**config.mk**
```make
export PLATFORM = sky130hd
export DESIGN_NAME = maj3_input_conditioner
export DESIGN_NICKNAME = d
export VERILOG_FILES = /design/src/rtl/maj3_pkg.sv /design/src/rtl/debounce_ch.sv /design/src/rtl/maj3_input_conditioner.sv
export SDC_FILE = /design/constraint.sdc
export NUM_CORES = 1
export LEC_CHECK = 0
export CAP_MARGIN = 20
export CORE_MARGIN = 3
export CORE_UTILIZATION = 35
export DETAILED_ROUTE_END_ITERATION = 16
export HOLD_SLACK_MARGIN = 0.08
export PLACE_DENSITY_LB_ADDON = 0.25
export SYNTH_ARGS = -nofsm -noshare
export SYNTH_HDL_FRONTEND = slang
export SYNTH_SLANG_ARGS = --single-unit
```
**constraint.sdc**
```tcl
create_clock -name clk -period 2.21 [get_ports clk]
set_input_delay 0.442 -clock clk [delete_from_list [all_inputs] [get_ports clk]]
set_output_delay 0.442 -clock clk [all_outputs]
set_load 0.02 [all_outputs]
```
**src/rtl/maj3_pkg.sv**
```systemverilog
// Shared defaults and helpers for the maj3 input conditioner.
// Used by debounce_ch and maj3_input_conditioner.
package maj3_pkg;

  localparam int DEFAULT_DEBOUNCE_CYCLES = 4;
  localparam int DEFAULT_ERR_W           = 8;

  // Counter must be able to hold DEBOUNCE_CYCLES-1; never narrower than 1 bit.
  function automatic int cnt_width(input int debounce_cycles);
    return (debounce_cycles < 1) ? 1 : $clog2(debounce_cycles + 1);
  endfunction

endpackage

```
**src/rtl/debounce_ch.sv**
```systemverilog
// One conditioning channel: 2-flop synchroniser followed by a
// consecutive-difference debounce counter and the clean output register.
module debounce_ch
  import maj3_pkg::*;
#(
  parameter int DEBOUNCE_CYCLES = DEFAULT_DEBOUNCE_CYCLES
) (
  input  logic clk,
  input  logic rst_n,
  input  logic raw,
  output logic q,
  output logic flip
);

  localparam int            CW   = cnt_width(DEBOUNCE_CYCLES);
  localparam logic [CW-1:0] LAST = CW'(DEBOUNCE_CYCLES - 1);

  logic          s1;
  logic          s2;
  logic [CW-1:0] cnt;

  // flip is the next-state view: q toggles on the coming edge.
  assign flip = (s2 != q) && (cnt == LAST);

  always_ff @(posedge clk or negedge rst_n) begin
    if (!rst_n) begin
      s1  <= 1'b0;
      s2  <= 1'b0;
      q   <= 1'b0;
      cnt <= '0;
    end else begin
      s1 <= raw;
      s2 <= s1;
      if (s2 != q) begin
        if (flip) begin
          q   <= s2;
          cnt <= '0;
        end else begin
          cnt <= cnt + CW'(1);
        end
      end else begin
        cnt <= '0;
      end
    end
  end

endmodule

```
**src/rtl/maj3_input_conditioner.sv**
```systemverilog
// Three debounced channels feeding the majority voter, plus change/disagreement
// reporting. Define MAJ3_VOTE_EN to add the registered f_vote test point.
module maj3_input_conditioner
  import maj3_pkg::*;
#(
  parameter int DEBOUNCE_CYCLES = DEFAULT_DEBOUNCE_CYCLES,
  parameter int ERR_W           = DEFAULT_ERR_W
) (
  input  logic             clk,
  input  logic             rst_n,
  input  logic             a_raw,
  input  logic             b_raw,
  input  logic             c_raw,
  input  logic             clr_err,
  output logic             a_q,
  output logic             b_q,
  output logic             c_q,
  output logic             chg,
  output logic             disagree,
  output logic [ERR_W-1:0] err_cnt
`ifdef MAJ3_VOTE_EN
  ,
  output logic             f_vote
`endif
);

  localparam logic [ERR_W-1:0] ERR_MAX = '1;

  logic a_flip;
  logic b_flip;
  logic c_flip;

  debounce_ch #(.DEBOUNCE_CYCLES(DEBOUNCE_CYCLES)) u_ch_a (
    .clk(clk), .rst_n(rst_n), .raw(a_raw), .q(a_q), .flip(a_flip)
  );

  debounce_ch #(.DEBOUNCE_CYCLES(DEBOUNCE_CYCLES)) u_ch_b (
    .clk(clk), .rst_n(rst_n), .raw(b_raw), .q(b_q), .flip(b_flip)
  );

  debounce_ch #(.DEBOUNCE_CYCLES(DEBOUNCE_CYCLES)) u_ch_c (
    .clk(clk), .rst_n(rst_n), .raw(c_raw), .q(c_q), .flip(c_flip)
  );

  logic a_nxt;
  logic b_nxt;
  logic c_nxt;
  logic chg_nxt;
  logic split_nxt;

  // Status is derived from next-state q so it lines up with q every cycle.
  assign a_nxt     = a_q ^ a_flip;
  assign b_nxt     = b_q ^ b_flip;
  assign c_nxt     = c_q ^ c_flip;
  assign chg_nxt   = a_flip | b_flip | c_flip;
  assign split_nxt = !((a_nxt == b_nxt) && (b_nxt == c_nxt));

  always_ff @(posedge clk or negedge rst_n) begin
    if (!rst_n) begin
      chg      <= 1'b0;
      disagree <= 1'b0;
      err_cnt  <= '0;
    end else begin
      chg      <= chg_nxt;
      disagree <= split_nxt;
      if (clr_err) begin
        err_cnt <= '0;
      end else if (chg_nxt && split_nxt && (err_cnt != ERR_MAX)) begin
        err_cnt <= err_cnt + ERR_W'(1);
      end
    end
  end

`ifdef MAJ3_VOTE_EN
  always_ff @(posedge clk or negedge rst_n) begin
    if (!rst_n) begin
      f_vote <= 1'b0;
    end else begin
      f_vote <= (a_nxt & b_nxt) | (b_nxt & c_nxt) | (a_nxt & c_nxt);
    end
  end
`endif

endmodule

```
======== Word level (Yosys, flattened, before mapping) ========
Index checks and enable logic that the tools add are counted.
cells by class
  add/subtract/negate cells ............... 4
  eq/ne operators ......................... 9
  multiplexer cells ....................... 8
  bitwise logic cells ..................... 5
  reduce and logical (&&, ||, !) cells .... 11
operator list
  operator                                             number
  2-to-1 mux 3 bit                                     6
  2-to-1 mux 8 bit                                     2
  adder 3 x 1 -> 3 bit, second input constant          3
  equality test 3 x 2 -> 1 bit, second input constant  3
  adder 8 x 1 -> 8 bit, second input constant          1
  inequality test 8 bit, second input constant         1
  logical AND 1 bit                                    6
  AND reduction 2 bit                                  3
  inequality test 1 bit                                3
  bitwise XOR 1 bit                                    3
  equality test 1 bit                                  2
  OR 1 bit                                             2
  nonzero test 2 bit                                   1
  logical NOT 1 bit                                    1
word-level totals
  register bits after elaboration ......... 28
  input port bits ......................... 6
  word-level logic and storage cells ...... 52

======== Longest topological paths before layout ========
  word-level depth ........................ 10
  gate-level depth with buffers ........... 8

======== Cells and area by module ========
Synthesis repeated with hierarchy kept, for this count alone.
unflattened totals
  cell total of the unflattened synthesis .. 119
  area, all modules ....................... 1375.1 um^2
modules (own cells, without submodules)
  module                  times used  cells each  area an instance (um^2)  seq. area each (um^2)
  maj3_input_conditioner  1           77          706.9                    250.2
  debounce_ch             3           14          222.7                    150.1

======== Worst setup path after synthesis ========
Ideal clock, no wire load.
  path type ............................... register -> register
  start ................................... reg u_ch_a.cnt[0]
  end ..................................... reg err_cnt[4]
  setup time .............................. 0.120 ns
  data arrival time ....................... 1.885 ns
  data required time ...................... 2.090 ns
  slack ................................... 0.206 ns
  stages on the path, launching flop included .. 9
  path buffers ............................ 1
  clock period less this slack ............ 2.004 ns
  cell sequence ........................... dfrtp_1 ha_1 nor2b_4 mux2i_1 and3_4 buf_6 nor4_4 a211oi_1 a31o_1
between the ends
  longest elaborated chain between the ends .. 9
  elaborated cells between the ends (all ways) .. 11
  classes of those cells .................. eq/ne: 2; bitwise: 3; reduce/logical: 6
RTL lines
  element                            RTL line                      source
  start: declaration                 debounce_ch.sv:20             logic [CW-1:0] cnt;
  start signal: assignment           debounce_ch.sv:39             cnt <= cnt + CW'(1);
  equality test 3 x 2 -> 1 bit *     debounce_ch.sv:23             assign flip = (s2 != q) && (cnt == LAST);
  logical AND 1 bit *                debounce_ch.sv:23
  bitwise XOR 1 bit                  maj3_input_conditioner.sv:52  assign a_nxt = a_q ^ a_flip;
  equality test 1 bit                maj3_input_conditioner.sv:56  assign split_nxt = !((a_nxt == b_nxt) && (b_nxt == c_nxt));
  logical AND 1 bit                  maj3_input_conditioner.sv:56
  logical NOT 1 bit                  maj3_input_conditioner.sv:56
  logical AND 1 bit * (2 in series)  maj3_input_conditioner.sv:68  end else if (chg_nxt && split_nxt && (err_cnt != ERR_MAX)) begin
  nonzero test 2 bit (no line) *     -
  end signal: assignment             maj3_input_conditioner.sv:69  err_cnt <= err_cnt + ERR_W'(1);
  end: declaration                   maj3_input_conditioner.sv:20  output logic [ERR_W-1:0] err_cnt
Every way passes the cells marked *; elsewhere a longest branch is shown, timed or not.
A chain may end at the register's enable or synchronous reset.

======== Worst setup path in the final report ========
  start ................................... reg u_ch_c.cnt[0]
  end ..................................... reg err_cnt[0]
between the ends
  longest elaborated chain between the ends .. 9
  elaborated cells between the ends (all ways) .. 10
  classes of those cells .................. eq/ne: 2; bitwise: 2; reduce/logical: 6
RTL lines
  element                            RTL line                      source
  start: declaration                 debounce_ch.sv:20
  start signal: assignment           debounce_ch.sv:39
  equality test 3 x 2 -> 1 bit *     debounce_ch.sv:23
  logical AND 1 bit *                debounce_ch.sv:23
  bitwise XOR 1 bit                  maj3_input_conditioner.sv:54  assign c_nxt = c_q ^ c_flip;
  equality test 1 bit                maj3_input_conditioner.sv:56
  logical AND 1 bit                  maj3_input_conditioner.sv:56
  logical NOT 1 bit                  maj3_input_conditioner.sv:56
  logical AND 1 bit * (2 in series)  maj3_input_conditioner.sv:68
  nonzero test 2 bit (no line) *     -
Marks and branches as above.

==> results.py <==
metrics = {
    "worst_setup_path": {
        "cp.arrival_ns": 2.25,
        "critPathSlowestCell": "dfrtp_1",
        "critPathCaptureType": "flop",
        "path_cells": "ha_1 > nand2b_2 > mux2i_2 > and3_4 > nor4_4 > buf_4 > buf_4 > xnor2_1 > nor2_1",
        "worstPathMaxFanout": 8,
        "worst_ep_required_time_ns": 2.42,
        "worstSetupStartpointType": "flop",
        "path_delay_family": "simple AND/OR/NAND/NOR gates",
        "critical_path_buf_inv_count": 2,
        "cpMostUsedCell": "buf_4",
        "worstSetupPathType": "flop to flop",
        "cpPeakStageDelay_ns": 0.41,
    },
    "cts": {
        "cts_tree": "done",
        "root_buffer": "clkbuf_4",
        "insertion_delay_ns": 0.31,
        "cts_sinks": 28,
        "cts_max_level": 1,
        "postCtsHoldBufs": 0,
        "cts_buffer_depth": 2,
        "clk_pin_slew_worst_paths_ns": 0.14,
        "cts_buffers": 3,
    },
    "placed_design": {
        "gp_congestion": 0.717,
        "portBuffers": 18,
        "dp_hpwl_mm": 1.45,
    },
    "synthesis": {
        "ys_top_cells_by_area": "dfrtp_1, ha_1, nor2_1, a31o_1, xnor2_1",
        "yosysTopAreaCellShare_pct": 56.7,
        "synth_common_cells": "dfrtp_1, nor2_1, and3_1",
        "ys_seq_area_share_pct": 56.7,
        "ys_warn_count": 0,
        "ys_ff_latch": 28,
        "syn_nets": 111,
        "synth_cell_types": 35,
        "synthArstFlopShare_pct": 100,
        "ys.flop_type": "dfrtp_1",
        "synth_cells": 101,
        "syn_area_sq_um": 1230,
        "synth_largest_area_cell": "dfrtp_1",
        "synth_most_common_cell": "dfrtp_1",
        "postSynthAreaPerCell_sq_um": 12.2,
        "synth-edff-count": 0,
    },
    "floorplanning": {
        "start_util_pct": 38.6,
        "core_sq_um": 3200,
        "die_h_um": 65.4,
        "die_area_sq_um": 4280,
        "die_x_um": 65.4,
        "ios": 19,
        "rows": 20,
    },
    "timing": {
        "setup_violations": 0,
        "finalHoldViolations": 0,
        "slew_headroom_pct": 74.0,
        "skew_ns": 0.00633,
        "fin_tns_setup_ns": 0,
        "max_freq_ghz": 0.490,
        "period_needed_ns": 2.04,
        "tightest_slew_ns": 0.389,
        "maxSlewViolCount": 0,
        "layout_worst_path_cycle_share_pct": 92.4,
    },
    "run_status": {
        "outcome": "finished, final reports clean",
    },
    "pwr": {
        "p_seq_share_pct": 47.0,
        "p_leak_uw": 0.000683,
        "p_per_area_nw_per_um2": 949,
        "p_int_uw": 950,
        "power_switching_uw": 506,
        "clkPwrFrac_pct": 13.6,
        "switching_share_pct": 34.7,
        "ir_drop_mv": 0.552,
        "p_comb_share_pct": 39.4,
    },
    "final_layout": {
        "nets": 135,
        "n_antenna_cell": 0,
        "final_util_pct": 47.9,
        "drive_gt1_share_pct": 13.8,
        "syn_to_final_growth_pct": 24.2,
    },
    "drt": {
        "vias_per_cell": 4.71,
        "drt_first_pass_iters": 4,
        "wirelength_mm": 1.96,
        "drc": 0,
        "drtIter0Drc": 19,
        "vias": 787,
        "final_antenna_net_count": 0,
        "wl_per_cell_um": 11.7,
    },
    "global_routing": {
        "grt_max_degree": 29,
        "antenna_found_initial": 0,
        "track_usage_pct": 10.2,
        "grt_pass1_wl_mm": 3.42,
        "grt-ovfl-total": 0,
        "grt_pass1_vias": 809,
    },
    "hold_path": {
        "min_path_type": "flop to flop",
    },
    "run": {
        "max_cap_viol_count": 0,
    },
}
==> power by group through the flow <==
stage / registers [uW] / logic, uW / clock network [uW]
2_1_floorplan: 737 / 313 / 0
3_3_place_gp: 684 / 508 / 0
3_5_place_dp: 689 / 517 / 0
4_1_cts: 677 / 521 / 210
5_1_grt: 699 / 633 / 234
6_report: 685 / 573 / 198
==> final timing paths <==
path / end / slack (ns) / cells after the start / from
worst max-delay path: err_cnt[0]$_DFFE_PN0P_ / 0.17 / 9 / u_ch_c.cnt[0]$_DFF_PN0_
worst min-delay path: u_ch_a.s2$_DFF_PN0_ / 0.36 / 0 / u_ch_a.s1$_DFF_PN0_
worst max register to register: err_cnt[0]$_DFFE_PN0P_ / 0.17 / 9 / u_ch_c.cnt[0]$_DFF_PN0_
worst min register to register: u_ch_a.s2$_DFF_PN0_ / 0.36 / 0 / u_ch_a.s1$_DFF_PN0_
max in group asynchronous: u_ch_b.s1$_DFF_PN0_ / 1.47 / 2 / rst_n
min in group asynchronous: u_ch_a.cnt[0]$_DFF_PN0_ / 0.48 / 2 / rst_n
==> stage by stage <==
stage	cell area (sq um)	std cells	hold slack, ns	setup WS (ns)	power [uW]
2_1_floorplan	1230	101	0.146	0.206	1050
3_3_place_gp	1460	162	0.333	0.157	1190
3_5_place_dp	1460	162	0.338	0.0712	1210
4_1_cts	1490	165	0.364	0.0555	1410
5_1_grt	1530	167	0.387	-0.00934	1570
6_report	1530	167	0.359	0.167	1460
==> repair_timing <==
| item | in CTS | in global routing |
|---|---|---|
| buffers inserted | 0 | 2 |
| gates resized for setup | 0 | 6 |
| endpoints found under the setup margin | 0 | 5 |
==> final cells by class <==
class | instances | area (sq um)
clock buffer | 3 | 22.5
fill | 308 | 1670
inverter | 5 | 18.8
multi-input combinational | 66 | 534
sequential | 28 | 701
tap | 44 | 55.1
timing repair buffer | 21 | 203
==> cell usage in the layout, fill, tap and decap left out, drive strengths merged, types with 2 or more instances in the layout <==
cell type / count
nand2b: 5
mux2i: 4
nor2b: 2
buf: 3
nor2: 11
dfrtp: 28
a21oi: 3
ha: 4
inv: 4
nor3: 3
xnor2: 4
and3: 6
nor4: 3
clkdlybuf4s50: 18
nand2: 2
nor3b: 4
a31o: 4
clkbuf: 3
xor2: 2
==> cells by family after synthesis <==
logic type / Yosys count / share of synthesized area, %
xor+xnor: 6 / 4.26
simple gates: 40 / 21.5
fa+ha+maj: 4 / 4.05
flops: 28 / 56.7
buf+inv: 7 / 2.73
mux: 4 / 3.55
compound gates: 12 / 7.19
==> sequential cells by signal, indices dropped and copies added (netlist names), 3 cells and up <==
name	count
u_ch_c.cnt	3
err_cnt	8
u_ch_a.cnt	3
u_ch_b.cnt	3
==> layer usage <==
metal	vias up	part of all wire, %	GRT usage [%]
li1	401	-	-
met1	374	48	13.0
met2	10	48	16.7
met3	2	3.0	2.39
met4	0	0.77	3.89
met5	-	0	0
Power figures use the tool's default switching activity.
==> RTL edit: new RTL, config.mk and constraints unchanged <==
The package constant `DEFAULT_DEBOUNCE_CYCLES` goes from 4 to 3.
--- a/src/rtl/maj3_pkg.sv
+++ b/src/rtl/maj3_pkg.sv
@@ -2,7 +2,7 @@
 // Used by debounce_ch and maj3_input_conditioner.
 package maj3_pkg;
 
-  localparam int DEFAULT_DEBOUNCE_CYCLES = 4;
+  localparam int DEFAULT_DEBOUNCE_CYCLES = 3;
   localparam int DEFAULT_ERR_W           = 8;
 
   // Counter must be able to hold DEBOUNCE_CYCLES-1; never narrower than 1 bit.
Check against the original RTL: not equivalent (a bounded check fails within 10 cycles, from zero or initial values and one cycle with rst_n low).
==> RTL edit against the original RTL <==
  * Die area is 12% lower
  * Wire length is 11% lower
  * Sequential cell count is 3 lower
  * Cell area is 14% lower
  * Setup slack better by 0.16 ns
  * First-iteration DRC count is 32% lower
  * Worst hold slack better by 0.0058 ns
  * Non-clock buffer count is 2 lower
  * Area after synthesis is 13% lower
  * Total power is 6.2% lower
  * Final cell count is 14% lower
  * Utilization is 1.7 points lower
  * Critical endpoint is now err_cnt[7]
  * Largest power group unchanged
  * Highest routed layer unchanged
==> RTL edit: results (changes against the original RTL) <==
stage,metric,value,unit,change
logic_synthesis,ys_top_cells_by_area,"dfrtp_1 (58%), a21oi_1 (3.3%), mux2i_1 (2.8%), nor2b_4 (2.6%), xnor2_1 (2.4%)",,
logic_synthesis,syn-num-nets,98,,-12%
critical_path,reg2regPathDepth,7,,-2
place,place_hpwl,1.27,mm,-12%
grt,use_met3,0.0440,,+0.0201
layout,seqCellArea,626,um^2,-11%
logic_synthesis,avgSynthCellArea,11.8,um^2,-3.2%
place,dpl_worst_slack,0.337,ns,+0.266 ns
sta,period_share,0.851,,-0.0730
route,wl_met1,834,um,-12%
grt,globalRouteTotalUtil,0.106,,+0.00408
layout,final-clk-cell-share,0.0228,,+0.00809
grt,grt_pass1_wl,2.83,mm,-17%
sta,skew,0.00551,ns,-0.000824 ns
logic_synthesis,ys_seq_area_frac,0.581,,+0.0133
logic_synthesis,synthCells,91,,-9.9%
layout,n_fill_cell,263,,-15%
route,avgViaCountPerCell,4.95,,+5.1%
critical_path,r2r_slack,0.33,ns,+0.16 ns
run_status,status,"finished, final reports clean",,
logic_synthesis,yosysUniqueCellTypes,28,,-20%
sta,whs,0.365,ns,+0.00579 ns
layout,instances_no_fill,143,,-14%
critical_path,arrival,2.14,ns,-0.11 ns
grt,met2_usage,0.152,,-0.0144
sta,worst_pin_slew,0.503,ns,+0.114 ns
clock_tree,clk_latency,0.33,ns,+0.02 ns
route,wl_met2,795,um,-15%
layout,nets,120,,-11%
power_and_ir_drop,power_leakage,0.525,nW,-23%
power_and_ir_drop,power_density,1040,nW/um^2,+9.1%
critical_path,cpPeakStageDelay,0.44,ns,+0.03 ns
route,met3WireLength,78,um,+32%
place,gp_congestion,0.722,,+0.63%
RTL edit: kinds of logic (layout without fill, tap and decap cells):
family,after synthesis,count (layout),synth area share
simple gates,37,37,0.236
flops,25,25,0.581
compound gates,14,14,0.0755
buf+inv,7,28,0.0314
mux,4,4,0.0406
xor+xnor,3,3,0.0244
fa+ha+maj,1,1,0.0116
RTL edit: path summary, 6_finish.rpt:
kind	start	to
max	err_cnt[0]	err_cnt[7]
max in group asynchronous	rst_n	err_cnt[7]
min	u_ch_c.s1	u_ch_c.s2
max reg2reg	err_cnt[0]	err_cnt[7]
min in group asynchronous	rst_n	u_ch_b.s1
min reg2reg	u_ch_c.s1	u_ch_c.s2
RTL edit: power by group:
group / switching (mW) / internal [mW] / leakage, nW / total, mW
sequential: 0.0871 / 0.559 / 0.319 / 0.646
combinational: 0.251 / 0.255 / 0.191 / 0.506
clock: 0.144 / 0.0693 / 0.0139 / 0.214
